<file path="src/rtl/lut_config_loader.sv">
// Serial frame loader for the 3-input LUT array: hunts SYNC_WORD, shifts in NUM_LUTS*8 data bits plus even parity.
// Latency: parity bit accepted at edge T commits cfg_out and raises done/err at edge T+1.
// Backpressure: cfg_ready is high only in SYNC and LOAD; bits offered while it is low are ignored.
module lut_config_loader #(
  parameter int          NUM_LUTS  = 4,
  parameter int          LUT_BITS  = 8,
  parameter logic [7:0]  SYNC_WORD = 8'hA5
) (
  input  logic                         clk,
  input  logic                         rst,
  input  logic                         start,
  input  logic                         cfg_valid,
  input  logic                         cfg_bit,
  output logic                         cfg_ready,
  output logic [NUM_LUTS*LUT_BITS-1:0] cfg_out,
  output logic                         busy,
  output logic                         done,
  output logic                         err
);

  localparam int N  = NUM_LUTS * LUT_BITS;
  localparam int CW = $clog2(N + 2);
  // Counter value at which the incoming bit is the parity bit rather than data.
  localparam logic [CW-1:0] PARITY_POS = CW'(N);

  localparam logic [2:0] ST_IDLE  = 3'd0;
  localparam logic [2:0] ST_SYNC  = 3'd1;
  localparam logic [2:0] ST_LOAD  = 3'd2;
  localparam logic [2:0] ST_CHECK = 3'd3;
  localparam logic [2:0] ST_DONE  = 3'd4;
  localparam logic [2:0] ST_ERROR = 3'd5;

  logic [2:0]    state;
  logic [2:0]    state_nxt;
  logic [7:0]    window;
  logic [7:0]    window_shift;
  logic [CW-1:0] cnt;
  logic [N-1:0]  shadow;
  logic          parity;
  logic          xfer;

  assign xfer         = cfg_valid && cfg_ready;
  assign window_shift = {window[6:0], cfg_bit};

  // Next-state decode; parity holds the XOR of every data bit and the parity bit once in CHECK.
  always_comb begin
    state_nxt = state;
    case (state)
      ST_IDLE, ST_DONE, ST_ERROR: if (start) state_nxt = ST_SYNC;
      ST_SYNC:  if (xfer && (window_shift == SYNC_WORD)) state_nxt = ST_LOAD;
      ST_LOAD:  if (xfer && (cnt == PARITY_POS)) state_nxt = ST_CHECK;
      ST_CHECK: state_nxt = parity ? ST_ERROR : ST_DONE;
      default:  state_nxt = ST_IDLE;
    endcase
  end

  // State register with cfg_ready/busy registered as decodes of the incoming state.
  always_ff @(posedge clk) begin
    if (rst) begin
      state     <= ST_IDLE;
      cfg_ready <= 1'b0;
      busy      <= 1'b0;
    end else begin
      state     <= state_nxt;
      cfg_ready <= (state_nxt == ST_SYNC) || (state_nxt == ST_LOAD);
      busy      <= (state_nxt == ST_SYNC) || (state_nxt == ST_LOAD) || (state_nxt == ST_CHECK);
    end
  end

  // Header window, bit counter, shadow shift register and running parity.
  always_ff @(posedge clk) begin
    if (rst) begin
      window <= '0;
      cnt    <= '0;
      shadow <= '0;
      parity <= 1'b0;
    end else begin
      case (state)
        ST_IDLE, ST_DONE, ST_ERROR: begin
          // A fresh hunt must never match on bits left over from an earlier frame.
          if (start) window <= '0;
        end
        ST_SYNC: begin
          if (xfer) begin
            window <= window_shift;
            if (window_shift == SYNC_WORD) begin
              cnt    <= '0;
              parity <= 1'b0;
            end
          end
        end
        ST_LOAD: begin
          if (xfer) begin
            parity <= parity ^ cfg_bit;
            cnt    <= cnt + 1'b1;
            // Shifting in at the top leaves the k-th data bit in shadow[k] after N bits.
            if (cnt != PARITY_POS) shadow <= {cfg_bit, shadow[N-1:1]};
          end
        end
        default: ;
      endcase
    end
  end

  // Atomic commit of the truth tables and the done/err status levels.
  always_ff @(posedge clk) begin
    if (rst) begin
      cfg_out <= '0;
      done    <= 1'b0;
      err     <= 1'b0;
    end else begin
      case (state)
        ST_IDLE, ST_DONE, ST_ERROR: begin
          if (start) begin
            done <= 1'b0;
            err  <= 1'b0;
          end
        end
        ST_CHECK: begin
          if (!parity) begin
            cfg_out <= shadow;
            done    <= 1'b1;
          end else begin
            err <= 1'b1;
          end
        end
        default: ;
      endcase
    end
  end

endmodule
</file>
<file path="config.mk">
export PLATFORM = sky130hd
export DESIGN_NAME = lut_config_loader
export DESIGN_NICKNAME = d
export VERILOG_FILES = /design/src/rtl/lut_config_loader.sv
export SDC_FILE = /design/constraint.sdc
export NUM_CORES = 1
export LEC_CHECK = 0
export CAP_MARGIN = 20
export CORE_MARGIN = 10
export CORE_UTILIZATION = 40
export DETAILED_ROUTE_END_ITERATION = 10
export DONT_BUFFER_PORTS = 1
export GPL_TIMING_DRIVEN = 0
export HOLD_SLACK_MARGIN = 0.05
export PLACE_DENSITY = 0.54
export SETUP_SLACK_MARGIN = 0.3
export SLEW_MARGIN = 25
export SYNTH_ARGS = -nofsm -noshare
export SYNTH_HDL_FRONTEND = slang
export SYNTH_SLANG_ARGS = --single-unit
</file>
<file path="constraint.sdc">
create_clock -name clk -period 4.04 [get_ports clk]
set_input_delay 0.606 -clock clk [delete_from_list [all_inputs] [get_ports clk]]
set_output_delay 0.606 -clock clk [all_outputs]
set_load 0.1 [all_outputs]
</file>
* After elaboration in Yosys (flattened, before gate mapping)
Cells that the tools add are included.
** Word-level totals
- Register bits after elaboration :: 85
- Output and inout port bits :: 36
- Input port bits :: 5
- Word-level logic and storage cells :: 67
** Cells by class
- Equality and inequality tests :: 17
- Add/subtract/negate cells :: 1
- Mux-type cells :: 21
- Reductions and logical operators :: 16
- Bitwise gates (word level) :: 2
** Operators with widths (number)
- two-way mux 6 bit :: 3
- two-way mux 7 bit :: 2
- one-hot mux 7 bit (2 select lines) :: 1
- equality test 3 x 2 -> 1 bit, second input constant :: 4
- != test 2 bit, second input constant :: 6
- one-hot mux 3 bit (4 select lines) :: 1
- one-hot mux 6 bit (2 select lines) :: 1
- AND reduction 3 bit :: 4
- two-way mux 3 bit :: 3
- equality test 8 bit, second input constant :: 1
- two-way mux 1 bit :: 7
- adder 6 x 1 -> 6 bit, second input constant :: 1
- equality test 3 x 1 -> 1 bit, second input constant :: 2
- equality test 3 bit, second input constant :: 2
- equality test 6 bit, second input constant :: 1
- != test 6 bit, second input constant :: 1
- one-hot mux 1 bit (2 select lines) :: 3
- nonzero test 2 bit :: 3
- AND reduction 4 bit :: 1
- logical AND 1 bit :: 3
- zero test 3 bit :: 1
- OR reduction 3 bit :: 1
- logical OR 1 bit :: 2
- AND reduction 2 bit :: 1
- other kinds (2) :: 2

* Longest topological paths before layout
- Depth in word-level cells :: 7
- Depth in mapped cells :: 7
- Depth with buffers taken out :: 6

* Worst setup path after synthesis
No wires, ideal clock.
- Path type :: register to register
- Start :: reg cfg_ready
- End :: reg parity
- Slack :: 1988 ps
- Data required time :: 3922 ps
- Path buffers :: 2
- Data arrival time :: 1934 ps
- Library setup time :: 118 ps
- Period minus slack after synthesis :: 2052 ps
- Cell stages (with the launch flop) :: 7
- Cells stage by stage :: dfxtp_1 and2_1 buf_2 clkbuf_1 nand3_1 xor2_1 nor2_1
** On the way
- Longest elaborated chain between the ends :: 3
- Elaborated cells on any way between the ends :: 4
- Those cells by class :: 2 x eq/ne; 2 x reduce/logical
** RTL lines
- start: declaration :: RTL line 14 : output logic cfg_ready,
- start signal: assignment :: RTL line 65 : cfg_ready <= (state_nxt == ST_SYNC) || (state_nxt == ST_LOAD);
- logical AND 1 bit (*) :: RTL line 42 : assign xfer = cfg_valid && cfg_ready;
- != test 2 bit (no source line)
- AND reduction 4 bit (no source line) (*)
- end signal: assignment :: RTL line 94 : parity <= parity ^ cfg_bit;
- end: declaration :: RTL line 39 : logic parity;
Every way passes the cells marked *; elsewhere a longest branch is shown, timed or not.
A chain may end at the register's enable or synchronous reset.

* Worst setup path in the final report
Ends and elaborated chain as after synthesis.

==> impl_metrics.yaml <==
sta:
  finalClockSkew_ps: 11.7
  final_hold_viol_count: 0
  slew_violations: 0
  worstMarginPinSlew_ps: 1000
  rsz0062_at_grt: "false"
  slew_headroom_pct: 33.2
  clock.fmax_mhz: 432
  setup_violations: 0
  final.min_clock_period_ps: 2310
  finalCritPeriodShare_pct: 57.3
  tns_ps: 0
yosys:
  synth_edf_count: 0
  post-synth-top-count-cell: "dfxtp_1"
  mappedNetlistNets: 366
  ys.flop_type: "dfxtp_1"
  synth.distinct_cells: 40
  yosys.area.top_type: "dfxtp_1"
  synth_seq_cells: 85
  yosysWarnings: 0
  syn-cell-area_um2: 3310
  synth.area.top_cells: "dfxtp_1 (51%), mux2i_1 (10%), nand2_1 (8.0%)"
  netlist_instances: 359
  yosysSeqAreaShare_pct: 51.4
  synth.avg_cell_area_um2: 9.22
  synthArstFlopShare_pct: 0
  synth_common_cells: "dfxtp_1 (85), nand2_1 (71), a21oi_1 (44), nor2_1 (41), mux2i_1 (33)"
  synth_top_area_share_pct: 51.4
global_route:
  grt_use_met3_pct: 4.82
  grt.met2_usage_pct: 17.4
  use_met1_pct: 13.1
  grt_max_degree: 15
  overflow: 0
  grt_usage_pct: 11.3
  busiest_layer: "met2"
  antenna_found_initial: 0
  grt_pass1_vias: 2289
  grt_pass1_wl_mm: 11.5
setup_path:
  cp.depth: 6
  start_kind: "register"
  required_ps: 4290
  critical_path.top_delay_family: "flip-flops"
  crit_end: "parity"
  cp.arrival_ps: 2570
  r2r-end: "parity"
  reg2reg_slack_ps: 1730
  path_cells: "and2_1, buf_2, clkbuf_1, nand3_1, xor2_1, nor2_1"
  r2r_start: "cfg_ready"
  cpPeakStageDelay_ps: 980
  ff2ff_path_depth: 6
  crit_type: "reg2reg"
  end_kind: "register"
  crit_fanout: 10
  crit_start: "cfg_ready"
  crit_buf_inv: 2
  critPathSlowestCell: "dfxtp_1"
drt:
  num_vias: 2396
  routedWlPerCell_um: 14.1
  routed_wirelength_mm: 6.77
  via_per_inst: 4.99
  drcViolationCount: 0
  ant_nets: 0
  drt_iter0_markers: 109
  firstDrtPassIters: 4
clocking:
  cts_tree: "done"
  cts_setup_buffers: 0
  cts-resized-gates: 0
  clock_path_buffers: 2
  cts.htree.levels: 3
  worstSkewPairLatency_ps: 360
  postCtsHoldBufs: 0
  root_buffer: "clkbuf_8"
  path_clk_slew_ps: 90
  cts_buffers: 9
  clock_sinks: 85
die:
  core.rowCount: 33
  die_h_um: 111
  initial_utilization_pct: 40.7
  io_pins: 41
  die-area_um2: 12300
  core_um2: 8130
  die-width_um: 111
pwr:
  p_per_area_nw_per_um2: 409
  leakagePower_nw: 1.48
  peakVddDrop_mv: 0.210
run_status:
  status: "finished clean"
worst_hold_path:
  hold_class: "in2reg"
placement:
  dp_hpwl_mm: 4.69
  place.gp.congestion: 0.781
  io_buffers: 0
finish:
  final_core_util_pct: 44.7
  area_growth_pct: 9.83
  nNetsFinal: 377
  drive_gt1_share_pct: 9.33
  antenna_cells: 0
flow_run:
  maxCapViolCount: 0
## logic make-up (layout without fill, tap and decap cells)
logic type               count (synthesis)  count (layout)  share of synthesized area, %
buffers and inverters                   28              44                          4.38
flip-flops                              85              85                          51.4
adder cells (fa/ha/maj)                  2               2                         0.756
AND/OR/NAND/NOR                        144             144                          21.4
multiplexers                            33              33                          9.98
AO/OA/AOI/OAI                           62              62                          10.7
XOR/XNOR                                 5               5                          1.32
## registers in the layout, indices dropped and copies added (netlist names)
| signal | count |
|---|---|
| done | 1 |
| cfg_ready | 1 |
| parity | 1 |
| err | 1 |
| state | 3 |
| busy | 1 |
| shadow | 32 |
| cnt | 6 |
| cfg_out | 32 |
| window | 7 |
## how the worst min path moves through the flow
stage	slack, ps	endpoint	cells after the start	startpoint
final	390	shadow[31]	2	cfg_bit
after floorplan	430	cfg_out[0]	2	shadow[0]
after global routing	400	shadow[31]	2	cfg_bit
after CTS	380	shadow[31]	2	cfg_bit
after global placement	450	cfg_out[0]	2	shadow[0]
after detailed placement	450	cfg_out[0]	2	shadow[0]
## placed cells by master (no fill, tap or decap), types with 2 or more instances in the layout
master	netlist	layout
xnor2_1	2	2
o21ai_1	7	7
mux2i_1	33	33
a21o_1	3	3
nor2_1	41	41
nand4b_1	8	8
inv_1	3	3
dfxtp_1	85	85
buf_6	3	3
ha_1	2	2
nand3_1	6	6
clkinvlp_4	0	2
buf_4	3	3
nand2b_1	2	2
and2_1	3	3
a21oi_1	44	44
clkbuf_1	14	14
clkbuf_8	0	12
nand2_1	71	71
xor2_1	3	3
buf_2	5	5
## metrics by stage
stage / instances / setup slack (ps) / hold slack (ps) / total power, W / area [um^2]
finish: 480 / 1730 / 389 / 0.00149 / 3640
global route: 480 / 1590 / 397 / 0.00155 / 3640
CTS: 480 / 1710 / 380 / 0.00151 / 3640
detailed placement: 464 / 1720 / 447 / 0.000926 / 3440
global placement: 464 / 1740 / 445 / 0.000926 / 3440
floorplan: 359 / 1990 / 432 / 0.000914 / 3310
## worst register-to-register path, stage by stage (launching register included)
cell and delay [ps]:
dfxtp_1 980, and2_1 230, buf_2 230, clkbuf_1 410
nand3_1 160, xor2_1 150, nor2_1 50
## report_power, final
part | leakage [nW] | switching (W) | total, W | internal (W)
combinational | 0.700 | 0.0000326 | 0.0000446 | 0.0000120
sequential | 0.685 | 0.0000209 | 0.000861 | 0.000841
clock | 0.0950 | 0.000306 | 0.000581 | 0.000275
## final cells by class
cell class                      count  area [um^2]
Inverter                            3         11.3
Tap cell                          105          131
Clock inverter                      4         28.8
Multi-Input combinational cell    246         1460
Buffer                             25          134
Clock buffer                       12          165
Sequential cell                    85         1700
Fill cell                         823         4500
## layer usage
layer | wire length (um) | part of all wire [%] | vias to the layer above
li1 | - | - | 1234
met1 | 3160 | 47 | 1111
met2 | 3070 | 45 | 40
met3 | 432 | 6.4 | 11
met5 | 0 | 0 | -
met4 | 101 | 1.5 | 0
(Power assumes the default switching activity.)
